$ cat src/rtl/pwm_compare_unit_pkg.sv
// Shared definitions for the PWM compare unit: FSM state encoding
// and the default timer/duty word width.
package pwm_compare_unit_pkg;

    localparam int DEFAULT_WIDTH = 7;

    typedef enum logic [1:0] {
        ST_OFF   = 2'd0,
        ST_ARMED = 2'd1,
        ST_RUN   = 2'd2,
        ST_DRAIN = 2'd3
    } pwm_state_t;

endpackage

$ cat src/rtl/pwm_compare_unit_wrap_detect.sv
// Timer wrap detector: flags the cycle where count drops below last cycle's value.
// Ports: clock, reset, count in; wrap (comb), period_start (registered wrap) out.
module pwm_compare_unit_wrap_detect
    import pwm_compare_unit_pkg::*;
#(
    parameter int WIDTH = DEFAULT_WIDTH
) (
    input  logic             clock,
    input  logic             reset,
    input  logic [WIDTH-1:0] count,
    output logic             wrap,
    output logic             period_start
);

    logic [WIDTH-1:0] prev_count;

    // prev_count resets to 0 so no count value can look like a wrap
    // until a real descending step is seen.
    assign wrap = (count < prev_count);

    always_ff @(posedge clock or posedge reset) begin
        if (reset) begin
            prev_count   <= '0;
            period_start <= 1'b0;
        end else begin
            prev_count   <= count;
            period_start <= wrap;
        end
    end

endmodule

$ cat src/rtl/pwm_compare_unit.sv
// PWM compare unit: turns a free-running timer count into a PWM waveform with a
// double-buffered duty setpoint applied only at period boundaries.
// Ports: clock, reset (async, active-high), count, enable, duty_in, duty_load in;
//        pwm_out, period_start, duty_busy, duty_ack, active_duty out.
// Build option: define PWM_RAMP_EN to step active_duty by 1 per applying wrap.
module pwm_compare_unit
    import pwm_compare_unit_pkg::*;
#(
    parameter int WIDTH  = DEFAULT_WIDTH,
    parameter bit INVERT = 1'b0
) (
    input  logic             clock,
    input  logic             reset,
    input  logic [WIDTH-1:0] count,
    input  logic             enable,
    input  logic [WIDTH-1:0] duty_in,
    input  logic             duty_load,
    output logic             pwm_out,
    output logic             period_start,
    output logic             duty_busy,
    output logic             duty_ack,
    output logic [WIDTH-1:0] active_duty
);

    pwm_state_t       state;
    pwm_state_t       state_next;
    logic             wrap;
    logic             compare_on;
    logic             apply;
    logic             done;
    logic             pwm_raw;
    logic [WIDTH-1:0] pending;
    logic [WIDTH-1:0] duty_next;

    pwm_compare_unit_wrap_detect #(
        .WIDTH(WIDTH)
    ) u_wrap_detect (
        .clock        (clock),
        .reset        (reset),
        .count        (count),
        .wrap         (wrap),
        .period_start (period_start)
    );

    always_ff @(posedge clock or posedge reset) begin
        if (reset) begin
            state <= ST_OFF;
        end else begin
            state <= state_next;
        end
    end

    always_comb begin
        state_next = state;
        unique case (state)
            ST_OFF: begin
                if (enable) state_next = ST_ARMED;
            end
            ST_ARMED: begin
                if (!enable)   state_next = ST_OFF;
                else if (wrap) state_next = ST_RUN;
            end
            ST_RUN: begin
                if (!enable) state_next = ST_DRAIN;
            end
            ST_DRAIN: begin
                if (enable)    state_next = ST_RUN;
                else if (wrap) state_next = ST_OFF;
            end
        endcase
    end

    // DRAIN drops the compare on the wrap cycle itself so the
    // finished period is not followed by a stray high clock.
    always_comb begin
        compare_on = 1'b0;
        apply      = 1'b0;
        unique case (state)
            ST_ARMED: begin
                apply = wrap && duty_busy;
            end
            ST_RUN: begin
                compare_on = 1'b1;
                apply      = wrap && duty_busy;
            end
            ST_DRAIN: begin
                compare_on = !wrap;
            end
            default: begin
                compare_on = 1'b0;
            end
        endcase
    end

    assign pwm_raw = compare_on && (count < active_duty);

`ifdef PWM_RAMP_EN
    always_comb begin
        duty_next = active_duty;
        if (pending > active_duty) begin
            duty_next = active_duty + 1'b1;
        end else if (pending < active_duty) begin
            duty_next = active_duty - 1'b1;
        end
    end
`else
    assign duty_next = pending;
`endif

    // Handshake completes once the active duty has reached the target.
    assign done = (duty_next == pending);

    always_ff @(posedge clock or posedge reset) begin
        if (reset) begin
            pwm_out     <= INVERT;
            duty_ack    <= 1'b0;
            duty_busy   <= 1'b0;
            pending     <= '0;
            active_duty <= '0;
        end else begin
            pwm_out  <= pwm_raw ^ INVERT;
            duty_ack <= apply && done;
            if (apply) begin
                active_duty <= duty_next;
            end
            // A same-cycle load wins: the old target is applied,
            // the new one stays pending.
            if (duty_load) begin
                pending   <= duty_in;
                duty_busy <= 1'b1;
            end else if (apply && done) begin
                duty_busy <= 1'b0;
            end
        end
    end

endmodule

$ cat config.mk
export PLATFORM = sky130hd
export DESIGN_NAME = pwm_compare_unit
export DESIGN_NICKNAME = d
export VERILOG_FILES = /design/src/rtl/pwm_compare_unit_pkg.sv /design/src/rtl/pwm_compare_unit_wrap_detect.sv /design/src/rtl/pwm_compare_unit.sv
export SDC_FILE = /design/constraint.sdc
export NUM_CORES = 1
export LEC_CHECK = 0
export ABC_AREA = 0
export BUFFER_PORTS_ARGS = -buffer_cell sky130_fd_sc_hd__buf_4
export CORE_MARGIN = 1.5
export CORE_UTILIZATION = 34
export DETAILED_ROUTE_END_ITERATION = 12
export GPL_TIMING_DRIVEN = 0
export MAX_ROUTING_LAYER = met4
export PLACE_DENSITY = 0.58
export SLEW_MARGIN = 30
export SYNTH_ARGS = -nofsm -noshare
export SYNTH_HDL_FRONTEND = slang
export SYNTH_HIERARCHICAL = 1
export SYNTH_SLANG_ARGS = --single-unit
$ cat constraint.sdc
create_clock -name clock -period 2.6 [get_ports clock]
set_clock_uncertainty 0.1 [all_clocks]
set_input_delay 0.26 -clock clock [delete_from_list [all_inputs] [get_ports clock]]
set_output_delay 0.26 -clock clock [all_outputs]
set_load 0.03 [all_outputs]
### Word-level counts from Yosys, hierarchy flattened

Cells that the tools add are included.

* word-level logic and storage cells: 35
* input bits: 18
* output and inout port bits: 11
* register bits after elaboration: 27

* magnitude comparators: 2
* muxes and demuxes: 11
* reductions and logical operators: 7
* equal/unequal tests: 7

Operators by type and width (count)
* 7-bit less-than comparator: 2
* 2-bit 2-to-1 mux: 6
* 2-bit case mux with 4 select lines: 1
* 3-bit by 2-bit != test with 1-bit output (second input constant): 2
* 2-bit == test (second input constant): 2
* 2-bit != test (second input constant): 2
* 4-bit AND reduction: 1
* 1-bit 2-to-1 mux: 3
* 2-bit by 1-bit == test with 1-bit output (second input constant): 1
* 1-bit logical AND: 2
* 2-bit logical NOT: 1
* 1-bit case mux with 2 select lines: 1
* 2-bit nonzero test: 1
* 2-bit OR reduction: 1
* 1-bit logical NOT: 1

### Logic depth before layout (Yosys ltp)

Gate-level depths: netlist of the first run.

* depth after elaboration: 5
* depth in mapped cells: 8
* gate-level depth less buffers: 8

### Hierarchy

Netlist of the first run, hierarchy kept.

Modules (own cells, without submodules)
* pwm_compare_unit: area an instance 954.7 µm², instances 1, sequential area each 475.5 µm², cells each 77
* pwm_compare_unit_wrap_detect: area an instance 356.6 µm², instances 1, sequential area each 200.2 µm², cells each 32

### Worst setup path before layout of the first run

Ideal clock, no wire load.

* path type: reg-to-reg
* from: reg u_wrap_detect.prev_count[2]
* to: reg active_duty[1]
* arrival time: 1.600 ns
* path buffers: 0
* stages on the path, launching flop included: 8
* slack: 0.775 ns
* data required time: 2.375 ns
* library setup time: 0.125 ns
* clock period less this slack: 1.825 ns
* path through: dfrtp_1 > inv_1 > ha_1 > a21oi_2 > o21ai_1 > a21oi_1 > nand3_4 > mux2_4

* cells in the longest elaborated chain, start to end: 3

RTL lines
* start, declared: line pwm_compare_unit_wrap_detect.sv:15 `logic [WIDTH-1:0] prev_count;`
* start signal, assigned: line pwm_compare_unit_wrap_detect.sv:26 `prev_count <= count;`
* 7-bit less-than comparator: line pwm_compare_unit_wrap_detect.sv:19 `assign wrap = (count < prev_count);`
* via wrap: line pwm_compare_unit.sv:27 `logic wrap;`
* 1-bit logical AND: line pwm_compare_unit.sv:80, pwm_compare_unit.sv:84
* 1-bit 2-to-1 mux
* end signal, assigned: line pwm_compare_unit.sv:124 `active_duty <= duty_next;`
* end, declared: line pwm_compare_unit.sv:22 `output logic [WIDTH-1:0] active_duty`

The timed path passes the listed nets, and every way through them passes these cells.
A chain may end at the register's enable or synchronous reset.

### Worst setup path after layout of the first run

* from: reg u_wrap_detect.prev_count[2]
* to: reg active_duty[2]

Same word-level chain as after synthesis.

==> results_dict.tcl, run 1 <==
set metrics [dict create \
    portBuffers 27 \
    crit_required_ns 2.67 \
    cpLargestDelayFamily "compound AO/OA/AOI/OAI gates" \
    htreeDepth 1 \
    r2r-end "active_duty[2]$_DFFE_PP0P_" \
    dp_hpwl_mm 1.831 \
    area_delta_synth_final_pct 25.10 \
    critPathMaxFanout 9 \
    hold_end "u_wrap_detect/prev_count[1]$_DFF_PP0_" \
    path_cells "inv_1 > ha_1 > a21oi_2 > o21ai_1 > a21oi_1 > nand3_4 > mux2_4" \
    cts_resized 0 \
    synth.distinct_cells 22 \
    antennaDiodeCount 0 \
    clock-sinks 27 \
    wire_per_inst_um 12.07 \
    dr_wl_met3_um 95 \
    routed_via_density 4.542 \
    clkTransAtPathRegs_ns 0.10 \
    seq_area_frac_synth_pct 51.53 \
    layout_common_cells "dfrtp_1, buf_4, inv_1, ha_1, mux2_2" \
    synth-simple-area-share_pct 6.679 \
    cap_viol_max_count 0 \
    stdcell_count 190 \
    r2r_start "u_wrap_detect/prev_count[2]$_DFF_PP0_" \
    n_fill_cell 375 \
    core-area_um2 3689 \
    grt_pass1_vias 880 \
    fin_setup_tns_ns 0 \
    cts_buffers 3 \
    grt_max_degree 20 \
    rows 22 \
    min_from "count[1]" \
    antenna_found_initial 0 \
    yosys.area_share.adder_pct 15.27 \
    drc 0 \
    dp.cells 184 \
    synth-compound-area-share_pct 7.634 \
    reg2reg_depth 7 \
    setup_viol 0 \
    cpMaxStageDelayCell "a21oi_1" \
    drive_above_1_share_pct 33.80 \
    min_period_ns 2.074 \
    critPathLaunchType "flip-flop" \
    holdPathStages 1 \
    grtUsageTotal_pct 12.23 \
    fp.dieH_um 65.10 \
    cp_data_arrival_time_ns 2.14 \
    wl_met2_mm 1.164 \
    synth.net_count 143 \
    grt_pass1_wl_mm 3.857 \
    synth_mux_area_share_pct 13.36 \
    cts_tree "yes" \
    dr.pass1.iters 2 \
    boundaryPins 29 \
    post-route-period-util_pct 79.78 \
    slew_headroom_pct 53.10 \
    via_count 863 \
    dr.max_layer_used "met4" \
    dieArea_um2 4238 \
    crit_cells 7 \
    grt_overflow 0 \
    hp-class "in2reg" \
    p_leak_uw 0.0008429 \
    power_density_nw_per_um2 984.7 \
    crit_path_end_kind "flip-flop" \
    tightest_slew_ns 0.7027 \
    rsz0062_at_grt "no" \
    synthXorXnorAreaFrac_pct 0 \
    insertion_delay_ns 0.27 \
    path_buf_inv 1 \
    met1_length_mm 1.011 \
    syn_avg_cell_area_um2 12.03 \
    cts.root.buffer_cell "clkbuf_8" \
    syn_area_um2 1311 \
    synth_top_family_by_area "adder cells" \
    yosys_warnings 6 \
    fmaxAchievable_ghz 0.4821 \
    final-hold-violation-count 0 \
    worst_ir_drop_vdd_mv 0.4721 \
    die_w_um 65.10 \
    dr.first_iter.drc_count 7 \
    wl_mm 2.293 \
    rrSetupSlack_ns 0.53 \
    outcome "completed" \
    ys_seq_elements 27 \
    total_power_uw 1615 \
    place.gp.congestion 0.6604 \
    ant_nets 0 \
    syn_inst 109 \
    slew_viol_final 0 \
    clockBufferDepth 2 \
    nets 177 \
    max_stage_delay_ns 0.42 \
    path_class "reg2reg" \
    start_util_pct 35.55 \
]
area by class of cell:
type | instances | area [µm²] | area share [%]
timing repair buffer | 29 | 222.7 | 13.58
clock inverter | 1 | 5.005 | 0.3051
buffer | 1 | 5.005 | 0.3051
multi-input combinational | 63 | 563.0 | 34.33
clock buffer | 3 | 41.29 | 2.517
sequential | 27 | 675.6 | 41.19
inverter | 18 | 67.56 | 4.119
tap | 48 | 60.06 | 3.661
kinds of logic (layout without fill, tap and decap cells):
family,count (synthesis),count (layout)
AOI/OAI and AO/OA,16,16
adders and majority gates,16,16
buffers and inverters,19,52
DFF,27,27
muxes,15,15
and+or+nand+nor,16,16
synth_stat cells:
cell type,instances,area [µm²]
a31oi_1,1,6.260
nand2_1,6,22.52
mux2_4,2,30.03
and2b_1,1,7.510
a21o_1,1,7.510
buf_2,1,5.000
a21oi_2,1,8.760
dfrtp_1,27,675.7
inv_1,18,67.56
nand2b_1,2,12.51
o221ai_1,1,8.760
nor2_1,4,15.01
a32oi_1,1,8.760
mux2_2,12,135.1
o21ai_1,2,10.01
nor2b_1,2,12.51
nand3_4,1,17.52
a21oi_1,7,35.03
a41o_1,1,10.01
o21ai_0,1,5.000
mux2i_1,1,10.01
ha_1,16,200.2
power breakdown:
part	leakage [µW]	total, µW	switching (µW)	internal (µW)
clock network	0.0000255	239	131	107
logic	0.000501	755	405	350
registers	0.000316	621	89.2	532
total	0.000843	1620	625	990
worst register-to-register path, delay by kind of cell (launching register included):
family / cells / cell delay (ns)
AOI/OAI and AO/OA: 3 / 0.63
muxes: 1 / 0.35
DFF: 1 / 0.34
adders and majority gates: 1 / 0.29
and+or+nand+nor: 1 / 0.23
buffers and inverters: 1 / 0.04
how the worst max path moves through the flow:
stage                                           from                         end  slack [ns]
3_5_place_dp                                count[2]  active_duty[2]$_DFFE_PP0P_        0.43
4_1_cts        u_wrap_detect/prev_count[2]$_DFF_PP0_  active_duty[2]$_DFFE_PP0P_        0.48
2_1_floorplan  u_wrap_detect/prev_count[2]$_DFF_PP0_  active_duty[1]$_DFFE_PP0P_        0.77
5_1_grt        u_wrap_detect/prev_count[2]$_DFF_PP0_  active_duty[2]$_DFFE_PP0P_        0.38
3_3_place_gp                                count[2]  active_duty[2]$_DFFE_PP0P_        0.48
6_report       u_wrap_detect/prev_count[2]$_DFF_PP0_  active_duty[2]$_DFFE_PP0P_        0.53
sequential cells by signal, summed over array words and instances, names as in the netlist, named ones only:
signal,cells
pwm_out,1
state,1
duty_busy,1
duty_ack,1
u_wrap_detect/period_start,1
duty_next,7
active_duty,7
u_wrap_detect/prev_count,7
per-layer routing:
layer / vias up / GRT usage, %
li1: 430 / -
met1: 415 / 13.36
met2: 16 / 22.04
met3: 2 / 1.884
met4: 0 / 5.469
met5: - / -
through the flow:
step	util [%]	hold slack [ns]	setup slack (ns)	area, µm²
floorplan	-	-0.02434	0.7746	1311
global placement	42.67	0.1273	0.4760	1574
detailed placement	42.67	0.1348	0.4302	1574
CTS	44.20	0.007367	0.4833	1630
global route	44.47	0.008291	0.3830	1640
finish	44.47	0.01319	0.5258	1640
what timing repair did:
action,4_1_cts,5_1_grt
endpoints found under the hold margin,8,1
hold buffers,1,1
setup buffers,0,0
Power figures use the tool's default switching activity.
==> run 2, diff against run 1 <==
- clock period: 2.6 -> 2.1 ns (I/O delays scaled with it)
==> run 2 against run 1 <==
Clock power increased by 23%; die area stayed put; final cell count grew 4.7%; wire length increased by 6.9%; register-to-register slack got worse by 0.38 ns; sequential share of layout area down 3.1 points; design area increased by 8.0%; critical endpoint unchanged; highest routed layer unchanged.
==> results_dict.tcl, run 2 (same netlist as run 1, synthesis figures left out) <==
set metrics [dict create \
    outcome "completed" \
    final_common_cell "buf_4" \
    ff_latch_area_um2 675.6 \
    power.internal_uw 1321 \
    insertion_delay_ns 0.27 \
    grtUsageTotal_pct 12.53 \
    crit_required_ns 2.17 \
    drc 0 \
    cts_buffers 3 \
    grtUsageMet3_pct 1.712 \
    grt_overflow 0 \
    rows 22 \
    layout_common_cells "buf_4, dfrtp_1, inv_1, ha_1, mux2_2" \
    path_class "in2reg" \
    clockBufferDepth 2 \
    met2_usage_pct 22.81 \
    antenna_found_initial 0 \
    crit_path_end_kind "flip-flop" \
    max_stage_delay_ns 0.53 \
    final_cell_area_um2 1772 \
    rsz0062_at_grt "yes" \
    grt_pass1_wl_mm 3.974 \
    start_util_pct 35.55 \
    dr.first_iter.drc_count 12 \
    dieArea_um2 4238 \
    switchingPower_uw 813.4 \
    holdWs_ns 0.06344 \
    die_w_um 65.10 \
    fin_util_pct 48.03 \
    core-area_um2 3689 \
    clock-sinks 27 \
    critPathLaunchType "input pin" \
    clkPwrFrac_pct 13.8 \
    wl_mm 2.452 \
    slew_viol_final 0 \
    cpMaxStageDelayCell "dlygate4sd3_1" \
    cts_tree "yes" \
    routed_via_density 4.523 \
    cap_viol_max_count 0 \
    worst_ir_drop_vdd_mv 0.5952 \
    slew_headroom_pct 53.15 \
    portBuffers 27 \
    grt_pass1_vias 922 \
    final-hold-violation-count 0 \
    nets 186 \
    n_fill_cell 370 \
    cp_data_arrival_time_ns 2.14 \
    power.share.sequential_pct 36.0 \
    tightest_slew_ns 0.7020 \
    place.gp.congestion 0.6604 \
    comb_power_share_pct 50.2 \
    p_leak_uw 0.0008945 \
    path_cells "dlygate4sd3_1 > buf_4 > ha_1 > nand2_1 > nor2_2 > a21oi_2 > nand3_4 > buf_12 > mux2_4" \
    hp-class "in2reg" \
    sw_frac_of_total_pct 38.12 \
    antennaDiodeCount 0 \
    power_density_nw_per_um2 1205 \
    setup_viol 0 \
    via_count 900 \
    gr-usage-met1_pct 13.69 \
    grt_max_degree 20 \
    fmaxAchievable_ghz 0.4815 \
    dr.pass1.iters 2 \
    drive_above_1_share_pct 37.75 \
    min_period_ns 2.077 \
    htreeDepth 1 \
    clkTransAtPathRegs_ns 0.10 \
    ant_nets 0 \
    dp_hpwl_mm 1.831 \
    post-route-period-util_pct 98.89 \
    critPathMaxFanout 5 \
    wire_per_inst_um 12.32 \
    boundaryPins 29 \
    multi_input_area_um2 599.3 \
    placed_area_um2 1574 \
    cts.root.buffer_cell "clkbuf_8" \
    area_delta_synth_final_pct 35.11 \
    fp.dieH_um 65.10 \
    busiest_layer "met2" \
    total_power_uw 2134 \
]
-- run 2: final timing paths --
check,slack (ns),to,depth (start not counted),start
worst max-delay path,0.02,active_duty[2]$_DFFE_PP0P_,9,count[3]
worst min-delay path,0.06,duty_next[4]$_DFFE_PP0P_,2,duty_in[4]
worst max register to register,0.15,active_duty[2]$_DFFE_PP0P_,8,u_wrap_detect/prev_count[2]$_DFF_PP0_
worst min register to register,0.41,active_duty[0]$_DFFE_PP0P_,1,duty_next[0]$_DFFE_PP0P_
max in group asynchronous,0.93,state[0]$_DFFE_PP0P_,3,reset
min in group asynchronous,0.35,u_wrap_detect/prev_count[0]$_DFF_PP0_,3,reset
-- run 2: power by group through the flow --
stage	registers, µW	logic (µW)	clock network [µW]
after floorplan	940	486	0
after global placement	771	914	0
after detailed placement	781	947	0
after CTS	771	964	300
after global routing	793	1170	319
final	769	1070	294
-- run 2: final cells by class --
cell class	count	area share, %
multi-input combinational	63	33.83
clock inverter	1	0.2825
timing repair buffer	38	17.94
clock buffer	3	2.331
sequential	27	38.14
buffer	1	0.2825
inverter	18	3.814
tap	48	3.390
-- run 2: worst max-delay path: cells and delay by family --
family / cells / cell delay [ns]
buffers and inverters: 3 / 0.83
and+or+nand+nor: 3 / 0.24
AOI/OAI and AO/OA: 1 / 0.29
adders and majority gates: 1 / 0.28
muxes: 1 / 0.29
-- run 2: metrics by stage --
step	setup WS, ns	std cells	setup TNS (ns)
after floorplan	0.2746	109	0
after detailed placement	-0.01978	184	-0.03600
after CTS	0.003810	196	0
after global routing	-0.02774	199	-0.1623
final	0.02323	199	0
after global placement	0.02595	184	0
-- run 2: what timing repair did --
item                                    CTS  global route
setup buffers                             0             3
endpoints found under the setup margin    2             9
hold endpoints to repair                 34             0
resized for setup                         1             7
pin swaps                                 0             2
hold buffers                              8             0
-- run 2: per-layer routing --
metal / vias to the layer above / routed length (µm)
met2: 16 / 1280
met3: 2 / 86
met5: - / 0
met1: 432 / 1062
li1: 450 / -
met4: 0 / 22
==> run 3, diff against run 2 <==
- SYNTH_HIERARCHICAL: 1 -> default
==> run 3 against run 2 <==
Count of clock-buffer cells in the layout grew 1; die area grew 3.9%; critical path depth shrank 2; sequential power shrank 0.5%; clock power shrank 2%.
==> results_dict.tcl, run 3 <==
set metrics [dict create \
    cap_viol_max_count 0 \
    core-area_um2 3771 \
    final_common_cell "buf_4" \
    fin_setup_tns_ns 0 \
    synth_edf_count 0 \
    antennaDiodeCount 0 \
    dieArea_um2 4404 \
    portBuffers 27 \
    yosys_warnings 0 \
    clockBufferDepth 2 \
    path_cells "inv_1 > ha_1 > a211o_1 > a211oi_4 > and3_4 > buf_12 > mux2_4" \
    grtUsageTotal_pct 12.87 \
    drc 0 \
    grt_max_degree 28 \
    post-route-period-util_pct 98.95 \
    critPathMaxFanout 8 \
    final-hold-violation-count 0 \
    power_density_nw_per_um2 1203 \
    fmaxAchievable_ghz 0.4812 \
    boundaryPins 29 \
    ys_seq_elements 27 \
    synth.distinct_cells 26 \
    cpMaxStageDelayCell "dfrtp_1" \
    setup_viol 0 \
    syn_avg_cell_area_um2 13.13 \
    place.gp.congestion 0.6818 \
    clkTransAtPathRegs_ns 0.09 \
    hp-class "in2reg" \
    max_stage_delay_ns 0.37 \
    outcome "completed" \
    slew_viol_final 0 \
    cp_data_arrival_time_ns 2.13 \
    nets 181 \
    seq_area_frac_synth_pct 49.50 \
    routed_via_density 4.528 \
    cts_buffers 3 \
    tightest_slew_ns 0.5597 \
    synth_ff_type "dfrtp_1" \
    synth.net_count 139 \
    layout_common_cells "buf_4, dfrtp_1, ha_1, inv_1, dlygate4sd3_1" \
    dr.pass1.iters 5 \
    fp.dieH_um 66.37 \
    area_delta_synth_final_pct 29.88 \
    p_leak_uw 0.0009122 \
    drive_above_1_share_pct 35.86 \
    yosys-top-cells-count "dfrtp_1, ha_1, inv_1, mux2_2, mux2_4" \
    grt_pass1_vias 943 \
    die_w_um 66.37 \
    dp_hpwl_mm 1.788 \
    critPathLaunchType "flip-flop" \
    start_util_pct 36.20 \
    yosysMostFrequentCell "dfrtp_1" \
    insertion_delay_ns 0.27 \
    worst_ir_drop_vdd_mv 0.5065 \
    crit_path_end_kind "flip-flop" \
    synth_top_area_share_pct 49.50 \
    cts_tree "yes" \
    rrSetupSlack_ns 0.02 \
    ant_nets 0 \
    n_fill_cell 353 \
    syn_area_um2 1365 \
    min_period_ns 2.078 \
    yosys.area.top_type "dfrtp_1" \
    wire_per_inst_um 12.20 \
    cts.root.buffer_cell "clkbuf_8" \
    wl_mm 2.355 \
    dr.first_iter.drc_count 27 \
    path_class "reg2reg" \
    rows 22 \
    dp.cells 179 \
    syn_inst 104 \
    grt_pass1_wl_mm 4.202 \
    crit_required_ns 2.15 \
    rsz0062_at_grt "yes" \
    grt_overflow 0 \
    antenna_found_initial 0 \
    via_count 874 \
    async_flop_share_pct 100.0 \
    synthTopCellsByArea "dfrtp_1, ha_1, mux2_4, mux2_2, inv_1" \
    clock-sinks 27 \
    stdcell_count 193 \
    htreeDepth 1 \
    slew_headroom_pct 62.63 \
]
run 3: changes by cell type after synthesis, sizes merged, moves of 2 or more:
| cell | delta |
|---|---|
| inv | -2 |
| nand4 | +2 |
| nand2 | -5 |
| mux2i | +2 |
| a211oi | +2 |
| a21oi | -5 |
run 3: critical path: cells and delay by family (launching register included):
| family | cells | cell delay [ns] |
|---|---|---|
| compound gates | 2 | 0.57 |
| flops | 1 | 0.37 |
| fa+ha+maj | 1 | 0.21 |
| buf+inv | 2 | 0.19 |
| simple gates | 1 | 0.23 |
| mux | 1 | 0.29 |
run 3: repair_timing:
| action | in CTS | in global routing |
|---|---|---|
| hold buffers | 8 | 0 |
| setup endpoints to repair | 7 | 8 |
| resized for setup | 0 | 1 |
| buffers inserted | 1 | 1 |
| pin swaps | 1 | 0 |
| endpoints found under the hold margin | 34 | 0 |
run 3: metal layers:
layer / share of wire [%] / global-route usage [%] / up-vias
li1: - / - / 436
met2: 49 / 20.50 / 21
met1: 45 / 16.52 / 411
met5: 0 / - / -
met3: 3.7 / 2.555 / 6
met4: 1.8 / 4.082 / 0
run 3: report_power, final:
part	total [µW]	internal, µW	switching [µW]
sequential	765	660	105
combinational	1080	563	519
clock	287	136	151
run 3: cell families (layout without fill, tap and decap cells):
family	Yosys count	after routing	synth area share [%]
DFF	27	27	49.50
muxes	18	18	16.50
buffers and inverters	18	59	6.141
adders and majority gates	17	17	15.58
AOI/OAI and AO/OA	13	13	7.241
and+or+nand+nor	11	11	5.041
run 3: final timing paths:
kind / startpoint / endpoint / cells past startpoint
max in group asynchronous: reset / duty_next[2]$_DFFE_PP0P_ / 3
min in group asynchronous: reset / u_wrap_detect.prev_count[6]$_DFF_PP0_ / 3
worst min-delay path: duty_in[6] / duty_next[6]$_DFFE_PP0P_ / 2
worst min register to register: duty_next[4]$_DFFE_PP0P_ / active_duty[4]$_DFFE_PP0P_ / 1
worst max-delay path: u_wrap_detect.prev_count[1]$_DFF_PP0_ / active_duty[0]$_DFFE_PP0P_ / 7
worst max register to register: u_wrap_detect.prev_count[1]$_DFF_PP0_ / active_duty[0]$_DFFE_PP0P_ / 7
run 3: area by class of cell:
class	instances	area, µm²	share of cell area, %
sequential	27	675.6	38.11
clock buffer	4	45.04	2.541
multi-input combinational	59	610.6	34.44
timing repair buffer	37	297.8	16.80
buffer	2	23.77	1.341
tap	48	60.06	3.387
inverter	16	60.06	3.387
run 3: through the flow:
step	utilization, %	instance area (µm²)	power, µW	hold slack, ns	setup WS [ns]
final	47.01	1773	2134	0.06972	0.02205
after global routing	47.01	1773	2306	0.06209	-0.03156
after CTS	46.68	1760	2139	0.06647	0.002781
after detailed placement	43.17	1628	1835	0.2051	-0.08928
after global placement	43.17	1628	1796	0.2362	-0.07071
after floorplan	-	1365	1538	0.1414	0.07431
